**src/rtl/spi_receive_if.sv**
```systemverilog
// Bundle of SPI pins and consumer handshake for spi_receive.
// slave: receiver view (spi_receive); master: transmitter/consumer view.
interface spi_receive_if #(
    parameter int unsigned DATA_W = 8
);
    logic              sck;
    logic              cs;
    logic              miso;
    logic [DATA_W-1:0] rx_data;
    logic              rx_valid;
    logic              rx_ack;
    logic              overrun;
    logic              frame_err;
    logic              err_clr;
    logic              rx_busy;

    modport slave (
        input  sck, cs, miso, rx_ack, err_clr,
        output rx_data, rx_valid, overrun, frame_err, rx_busy
    );

    modport master (
        output sck, cs, miso, rx_ack, err_clr,
        input  rx_data, rx_valid, overrun, frame_err, rx_busy
    );
endinterface

```
**src/rtl/spi_receive.sv**
```systemverilog
// spi_receive: oversampling SPI byte receiver (mode with sck idle high,
// data sampled on sck rising edge, MSB first) with valid/ack output,
// sticky overrun and truncated-frame flags.
// Optional build macro SPI_RX_TIMEOUT_EN adds an sck-inactivity abort
// after TIMEOUT clk cycles while a frame is open.
module spi_receive #(
    parameter int unsigned DATA_W      = 8,
    parameter int unsigned SYNC_STAGES = 2,
    parameter int unsigned TIMEOUT     = 20000
) (
    input logic          clk,
    input logic          rst,
    spi_receive_if.slave bus
);

    localparam int unsigned CNT_W = $clog2(DATA_W + 1);

    typedef enum logic [1:0] {
        IDLE  = 2'd0,
        SHIFT = 2'd1,
        HOLD  = 2'd2
    } state_t;

    if (DATA_W < 2 || SYNC_STAGES < 2 || TIMEOUT < 2) begin : g_bad_params
        $error("spi_receive: DATA_W, SYNC_STAGES and TIMEOUT must all be >= 2");
    end

    logic [SYNC_STAGES-1:0] sck_sync;
    logic [SYNC_STAGES-1:0] cs_sync;
    logic [SYNC_STAGES-1:0] miso_sync;
    logic                   sck_hist;
    logic                   cs_hist;
    logic                   sck_s;
    logic                   cs_s;
    logic                   miso_s;
    logic                   sck_rise;
    logic                   cs_fall;
    logic                   cs_rise;

    state_t                 state_q;
    state_t                 state_d;
    logic [DATA_W-1:0]      shift_q;
    logic [DATA_W-1:0]      shift_d;
    logic [CNT_W-1:0]       count_q;
    logic [CNT_W-1:0]       count_d;
    logic                   do_shift;
    logic                   word_done;
    logic                   frame_abort;
    logic                   overrun_set;

    assign sck_s    = sck_sync[SYNC_STAGES-1];
    assign cs_s     = cs_sync[SYNC_STAGES-1];
    assign miso_s   = miso_sync[SYNC_STAGES-1];
    assign sck_rise = sck_s & ~sck_hist;
    assign cs_fall  = ~cs_s & cs_hist;
    assign cs_rise  = cs_s & ~cs_hist;

    // Synchronise the asynchronous SPI pins and keep one history bit for edge detection.
    always_ff @(posedge clk or negedge rst) begin
        if (!rst) begin
            sck_sync  <= '1;
            cs_sync   <= '1;
            miso_sync <= '0;
            sck_hist  <= 1'b1;
            cs_hist   <= 1'b1;
        end else begin
            sck_sync  <= {sck_sync[SYNC_STAGES-2:0], bus.sck};
            cs_sync   <= {cs_sync[SYNC_STAGES-2:0], bus.cs};
            miso_sync <= {miso_sync[SYNC_STAGES-2:0], bus.miso};
            sck_hist  <= sck_s;
            cs_hist   <= cs_s;
        end
    end

`ifdef SPI_RX_TIMEOUT_EN
    localparam int unsigned TO_W = $clog2(TIMEOUT);

    logic [TO_W-1:0] to_cnt;
    logic            timeout_hit;

    assign timeout_hit = (state_q != IDLE) && !sck_rise && (to_cnt == TO_W'(TIMEOUT - 1));

    // Count clk cycles since the last sck rising edge while a frame is open.
    always_ff @(posedge clk or negedge rst) begin
        if (!rst) begin
            to_cnt <= '0;
        end else if (state_q == IDLE || state_d == IDLE || sck_rise) begin
            to_cnt <= '0;
        end else begin
            to_cnt <= to_cnt + TO_W'(1);
        end
    end
`endif

    // Next-state logic: the sck edge of a cycle is applied before cs_rise is judged,
    // so the abort check uses the post-shift bit count.
    always_comb begin
        state_d     = state_q;
        count_d     = count_q;
        shift_d     = {shift_q[DATA_W-2:0], miso_s};
        do_shift    = 1'b0;
        word_done   = 1'b0;
        frame_abort = 1'b0;
        unique case (state_q)
            IDLE: begin
                if (cs_fall) begin
                    state_d = SHIFT;
                    count_d = '0;
                end
            end
            SHIFT, HOLD: begin
                if (sck_rise) begin
                    do_shift = 1'b1;
                    if (count_q == CNT_W'(DATA_W - 1)) begin
                        word_done = 1'b1;
                        count_d   = '0;
                        state_d   = HOLD;
                    end else begin
                        count_d = count_q + CNT_W'(1);
                        state_d = SHIFT;
                    end
                end
`ifdef SPI_RX_TIMEOUT_EN
                if (cs_rise || timeout_hit) begin
`else
                if (cs_rise) begin
`endif
                    state_d     = IDLE;
                    frame_abort = (count_d != '0);
                end
            end
            default: state_d = IDLE;
        endcase
    end

    assign overrun_set = word_done && bus.rx_valid && !bus.rx_ack;

    // FSM state register.
    always_ff @(posedge clk or negedge rst) begin
        if (!rst) begin
            state_q <= IDLE;
        end else begin
            state_q <= state_d;
        end
    end

    // Shift register, bit counter, output word, handshake and sticky error flags.
    always_ff @(posedge clk or negedge rst) begin
        if (!rst) begin
            shift_q       <= '0;
            count_q       <= '0;
            bus.rx_data   <= '0;
            bus.rx_valid  <= 1'b0;
            bus.overrun   <= 1'b0;
            bus.frame_err <= 1'b0;
            bus.rx_busy   <= 1'b0;
        end else begin
            count_q     <= count_d;
            bus.rx_busy <= (state_d != IDLE);
            if (do_shift) begin
                shift_q <= shift_d;
            end
            if (word_done) begin
                bus.rx_data  <= shift_d;
                bus.rx_valid <= 1'b1;
            end else if (bus.rx_ack) begin
                bus.rx_valid <= 1'b0;
            end
            bus.overrun   <= overrun_set | (bus.overrun & ~bus.err_clr);
            bus.frame_err <= frame_abort | (bus.frame_err & ~bus.err_clr);
        end
    end

endmodule
```
**src/flat_wrapper.sv**
```systemverilog
// flat-port wrapper written by rule: the top's interface ports become plain ports
module spi_receive_flat 
#(
    parameter int unsigned DATA_W      = 8,
    parameter int unsigned SYNC_STAGES = 2,
    parameter int unsigned TIMEOUT     = 20000
)
  (clk, rst, bus_sck, bus_cs, bus_miso, bus_rx_ack, bus_err_clr, bus_rx_data, bus_rx_valid, bus_overrun, bus_frame_err, bus_rx_busy);
  spi_receive_if #(.DATA_W(DATA_W)) bus_i ();
  input logic clk;
  input logic rst;
  input wire logic [$bits(bus_i.sck)-1:0] bus_sck;
  input wire logic [$bits(bus_i.cs)-1:0] bus_cs;
  input wire logic [$bits(bus_i.miso)-1:0] bus_miso;
  input wire logic [$bits(bus_i.rx_ack)-1:0] bus_rx_ack;
  input wire logic [$bits(bus_i.err_clr)-1:0] bus_err_clr;
  output wire logic [$bits(bus_i.rx_data)-1:0] bus_rx_data;
  output wire logic [$bits(bus_i.rx_valid)-1:0] bus_rx_valid;
  output wire logic [$bits(bus_i.overrun)-1:0] bus_overrun;
  output wire logic [$bits(bus_i.frame_err)-1:0] bus_frame_err;
  output wire logic [$bits(bus_i.rx_busy)-1:0] bus_rx_busy;
  assign bus_i.sck = bus_sck;
  assign bus_i.cs = bus_cs;
  assign bus_i.miso = bus_miso;
  assign bus_i.rx_ack = bus_rx_ack;
  assign bus_i.err_clr = bus_err_clr;
  assign bus_rx_data = bus_i.rx_data;
  assign bus_rx_valid = bus_i.rx_valid;
  assign bus_overrun = bus_i.overrun;
  assign bus_frame_err = bus_i.frame_err;
  assign bus_rx_busy = bus_i.rx_busy;
  spi_receive #(.DATA_W(DATA_W), .SYNC_STAGES(SYNC_STAGES), .TIMEOUT(TIMEOUT)) u_core (.clk(clk), .rst(rst), .bus(bus_i));
endmodule
```
**config.mk**
```make
export PLATFORM = sky130hd
export DESIGN_NAME = spi_receive_flat
export DESIGN_NICKNAME = d
export VERILOG_FILES = /design/src/rtl/spi_receive_if.sv /design/src/rtl/spi_receive.sv /design/src/flat_wrapper.sv
export SDC_FILE = /design/constraint.sdc
export NUM_CORES = 1
export LEC_CHECK = 0
export BUFFER_PORTS_ARGS = -buffer_cell sky130_fd_sc_hd__buf_2
export CAP_MARGIN = 20
export CORE_AREA = 2 2 57 59
export DETAILED_ROUTE_END_ITERATION = 10
export DIE_AREA = 0 0 59 61
export PLACE_DENSITY = 0.81
export SETUP_SLACK_MARGIN = 0.1
export SLEW_MARGIN = 0
export SYNTH_ARGS = -nofsm -noshare
export SYNTH_HDL_FRONTEND = slang
export SYNTH_SLANG_ARGS = --single-unit
```
**constraint.sdc**
```tcl
create_clock -name clk -period 1.6 [get_ports clk]
set_input_delay 0.4 -clock clk [delete_from_list [all_inputs] [get_ports clk]]
set_output_delay 0.4 -clock clk [all_outputs]
set_load 0.03 [all_outputs]
```
==> results_dict.tcl <==
set metrics [dict create \
    outcome "finished, final reports clean" \
    clock-sinks 33 \
    wire_per_inst_um 15.95 \
    rr_startpoint "u_core.sck_sync[1]" \
    grt_max_degree 34 \
    crit_chain "nor2b_4 > nand2_8 > or2_4 > buf_12 > mux2_4" \
    synth.cell_area_sq_um 1430 \
    syn_nets 117 \
    antenna_found_initial 0 \
    synth_compound_area_share_pct 10.41 \
    areaGrowthSynthToFinish_pct 27.47 \
    synthMuxAreaShare_pct 14.61 \
    seq_power_share_pct 45.8 \
    critPathMaxStageDelay_ps 540 \
    ys_seq_area_share_pct 58.27 \
    switching_power_uw 808.2 \
    drive_above_1_share_pct 50.99 \
    slew_headroom_pct 72.06 \
    ir_drop_v 0.0007224 \
    report.final.slew_viol_count 0 \
    worstPathRequired_ps 1820 \
    synthesis.instances 107 \
    synth_area_leaders "dfrtp_1 (47%), dfstp_2 (11%), mux2_4 (8.4%)" \
    die_area_sq_um 3599 \
    setup_viol 0 \
    cts_buffer_depth 2 \
    p_per_area_nw_per_um2 1322 \
    power_switching_share_pct 33.53 \
    viasPerCell 5.592 \
    cts_tree "built" \
    hold_violations 0 \
    grt_overflow 0 \
    place_hpwl_mm 1.951 \
    ioPinCount 19 \
    synth-seq-cells 33 \
    remaining_drc_errors 0 \
    avgSynthCellArea_sq_um 13.37 \
    period_minus_slack_ps 1596 \
    crit_path_end_kind "flop" \
    vias 1029 \
    leakage_nw 0.9158 \
    p_clk_share_pct 18.6 \
    fin_ws_ps 3.994 \
    crit_slowest_cell "dfstp_2" \
    critPathLaunchType "flop" \
    crit_type "reg -> reg" \
    power_frac_comb_pct 35.6 \
    timing.rr.end "u_core.bus.rx_data[7]" \
    worstMarginPinSlew_ps 414.7 \
    internal_power_mw 1.602 \
    hp-class "in -> async" \
    fillCellCount 226 \
    fin_skew_ps 11.08 \
    pre_cts_ws_ps -74.31 \
    r2r_setup_slack_ps 4 \
    core.rowCount 20 \
    root_buffer "clkbuf_4" \
    gp_congestion 0.8115 \
    routed_wl_mm 2.934 \
    yosysTopAreaCell "dfrtp_1" \
    synth_top_area_share_pct 47.24 \
    rsz0062_at_grt "yes" \
    synth-xor-area-share_pct 0 \
    drtPass1Iterations 4 \
    grt_pass1_wl_mm 4.740 \
    max_freq_mhz 626.6 \
    clkTransAtPathRegs_ps 100 \
    grtUsageTotal_pct 18.46 \
    htree_levels 2 \
    layout_commonest_cell "dfrtp_1" \
    maxCapViolations 0 \
    reg2reg_depth 5 \
    grt_pass1_vias 1043 \
    synthAdderAreaFrac_pct 2.625 \
    finish.instance_area_sq_um 1823 \
    placedInstanceArea_sq_um 1672 \
    cts_buffers 5 \
    core_area_sq_um 2953 \
    die_y_um 61 \
    critPathMaxFanout 10 \
    insertion_delay_ps 330 \
    cts_hold_buf 0 \
    start_util_pct 48.43 \
    postRouteAntennaNets 0 \
    antenna_cells 0 \
    synth-simple-area-share_pct 11.37 \
    synth_top_family_by_area "multiplexers" \
    crit_arrival_ps 1820 \
    finalCritPeriodShare_pct 99.75 \
    fp.dieW_um 59 \
    nets 160 \
    ys_types 36 \
    layout_common_cells "dfrtp_1 (27), buf_2 (18), buf_4 (16)" \
    io_buffers 18 \
    first_iter_violations 36 \
    yosys_warnings 0 \
]
==> per-layer routing <==
metal / vias to the layer above / wire [um] / GRT usage, %
li1: 474 / - / -
met5: - / 0 / 0
met1: 511 / 1188 / 21.29
met2: 35 / 1518 / 30.48
met4: 0 / 90 / 8.766
met3: 9 / 137 / 7.036
==> cells by family (layout without fill, tap and decap cells) <==
group           count (synthesis)  count (layout)
mux                            16              16
compound gates                 21              21
fa+ha+maj                       3               3
flops                          33              33
buf+inv                         7              51
simple gates                   27              27
==> power by group through the flow <==
| stage | registers, mW | clock network [mW] | logic [mW] |
|---|---|---|---|
| CTS | 1.10 | 0.466 | 0.794 |
| floorplan | 1.14 | 0 | 0.424 |
| detailed placement | 1.11 | 0 | 0.708 |
| global placement | 1.09 | 0 | 0.669 |
| finish | 1.10 | 0.449 | 0.858 |
| global route | 1.12 | 0.511 | 0.929 |
==> through the flow <==
step                hold slack [ps]  util, %  power, mW  setup TNS (ps)  cells
global placement              334.6    56.61      1.764          -112.8    170
global route                  81.26    61.74      2.559          -346.5    184
finish                        69.33    61.74      2.410               0    184
floorplan                     104.4        -      1.564          -320.1    107
detailed placement            341.8    56.61      1.823          -601.0    170
CTS                           73.37    59.96      2.358          -51.82    180
==> area by class of cell <==
type	count	area [sq um]	area share, %
inverters	4	15.01	0.8236
repair buffers	39	275.3	15.10
well taps	33	41.29	2.265
clock inverters	1	7.507	0.4118
multi-input cells	67	605.6	33.22
flip-flops and latches	33	833.3	45.71
clock buffers	7	45.04	2.471
==> sequential cells by signal, summed over array words and instances, names as in the netlist <==
name	cells
u_core.state_q	2
u_core.bus.rx_data	8
u_core.cs_sync	2
u_core.sck_sync	2
u_core.count_q	4
u_core.bus.frame_err	1
u_core.bus.rx_valid	1
u_core.sck_hist	1
u_core.cs_hist	1
u_core.bus.overrun	1
u_core.shift_q	7
u_core.miso_sync	2
u_core.bus.rx_busy	1
==> worst max path at each step <==
| stage | slack [ps] | endpoint | startpoint |
|---|---|---|---|
| finish | 4 | u_core.bus.rx_data[7] | u_core.sck_sync[1] |
| global route | -40 | u_core.bus.rx_data[3] | u_core.sck_sync[1] |
| CTS | -10 | u_core.bus.rx_data[7] | u_core.sck_sync[1] |
| detailed placement | -70 | u_core.bus.rx_data[7] | u_core.state_q[0] |
| global placement | -10 | u_core.bus.rx_data[4] | u_core.state_q[1] |
| floorplan | -40 | u_core.bus.rx_data[0] | u_core.state_q[0] |
==> synth_stat cells (all sizes together) <==
library cell,n
inv,4
a21oi,2
a31oi,4
nand4,1
nor3b,1
nand3b,2
a22o,1
dfstp,6
o32a,1
nand3,1
o21ai,3
and2,1
buf,3
and3,1
or2,1
o211ai,1
a32oi,1
dfrtp,27
nand2b,5
a211o,1
nor2,5
a211oi,2
mux2,15
nor2b,4
o2bb2ai,2
mux2i,1
a21o,1
ha,3
o32ai,1
nand2,5
o22ai,1
==> repair_timing <==
action | 4_1_cts | 5_1_grt
buffers inserted | 2 | 4
pin swaps | 1 | 11
resized for setup | 6 | 8
endpoints found under the setup margin | 16 | 15
==> critical path: cells and delay by family, from the launching register on <==
kind | cells | cell delay (ps)
AND/OR/NAND/NOR | 3 | 510
multiplexers | 1 | 290
buffers and inverters | 1 | 150
flip-flops | 1 | 540
Note: power is estimated with default switching activity, not from simulation.
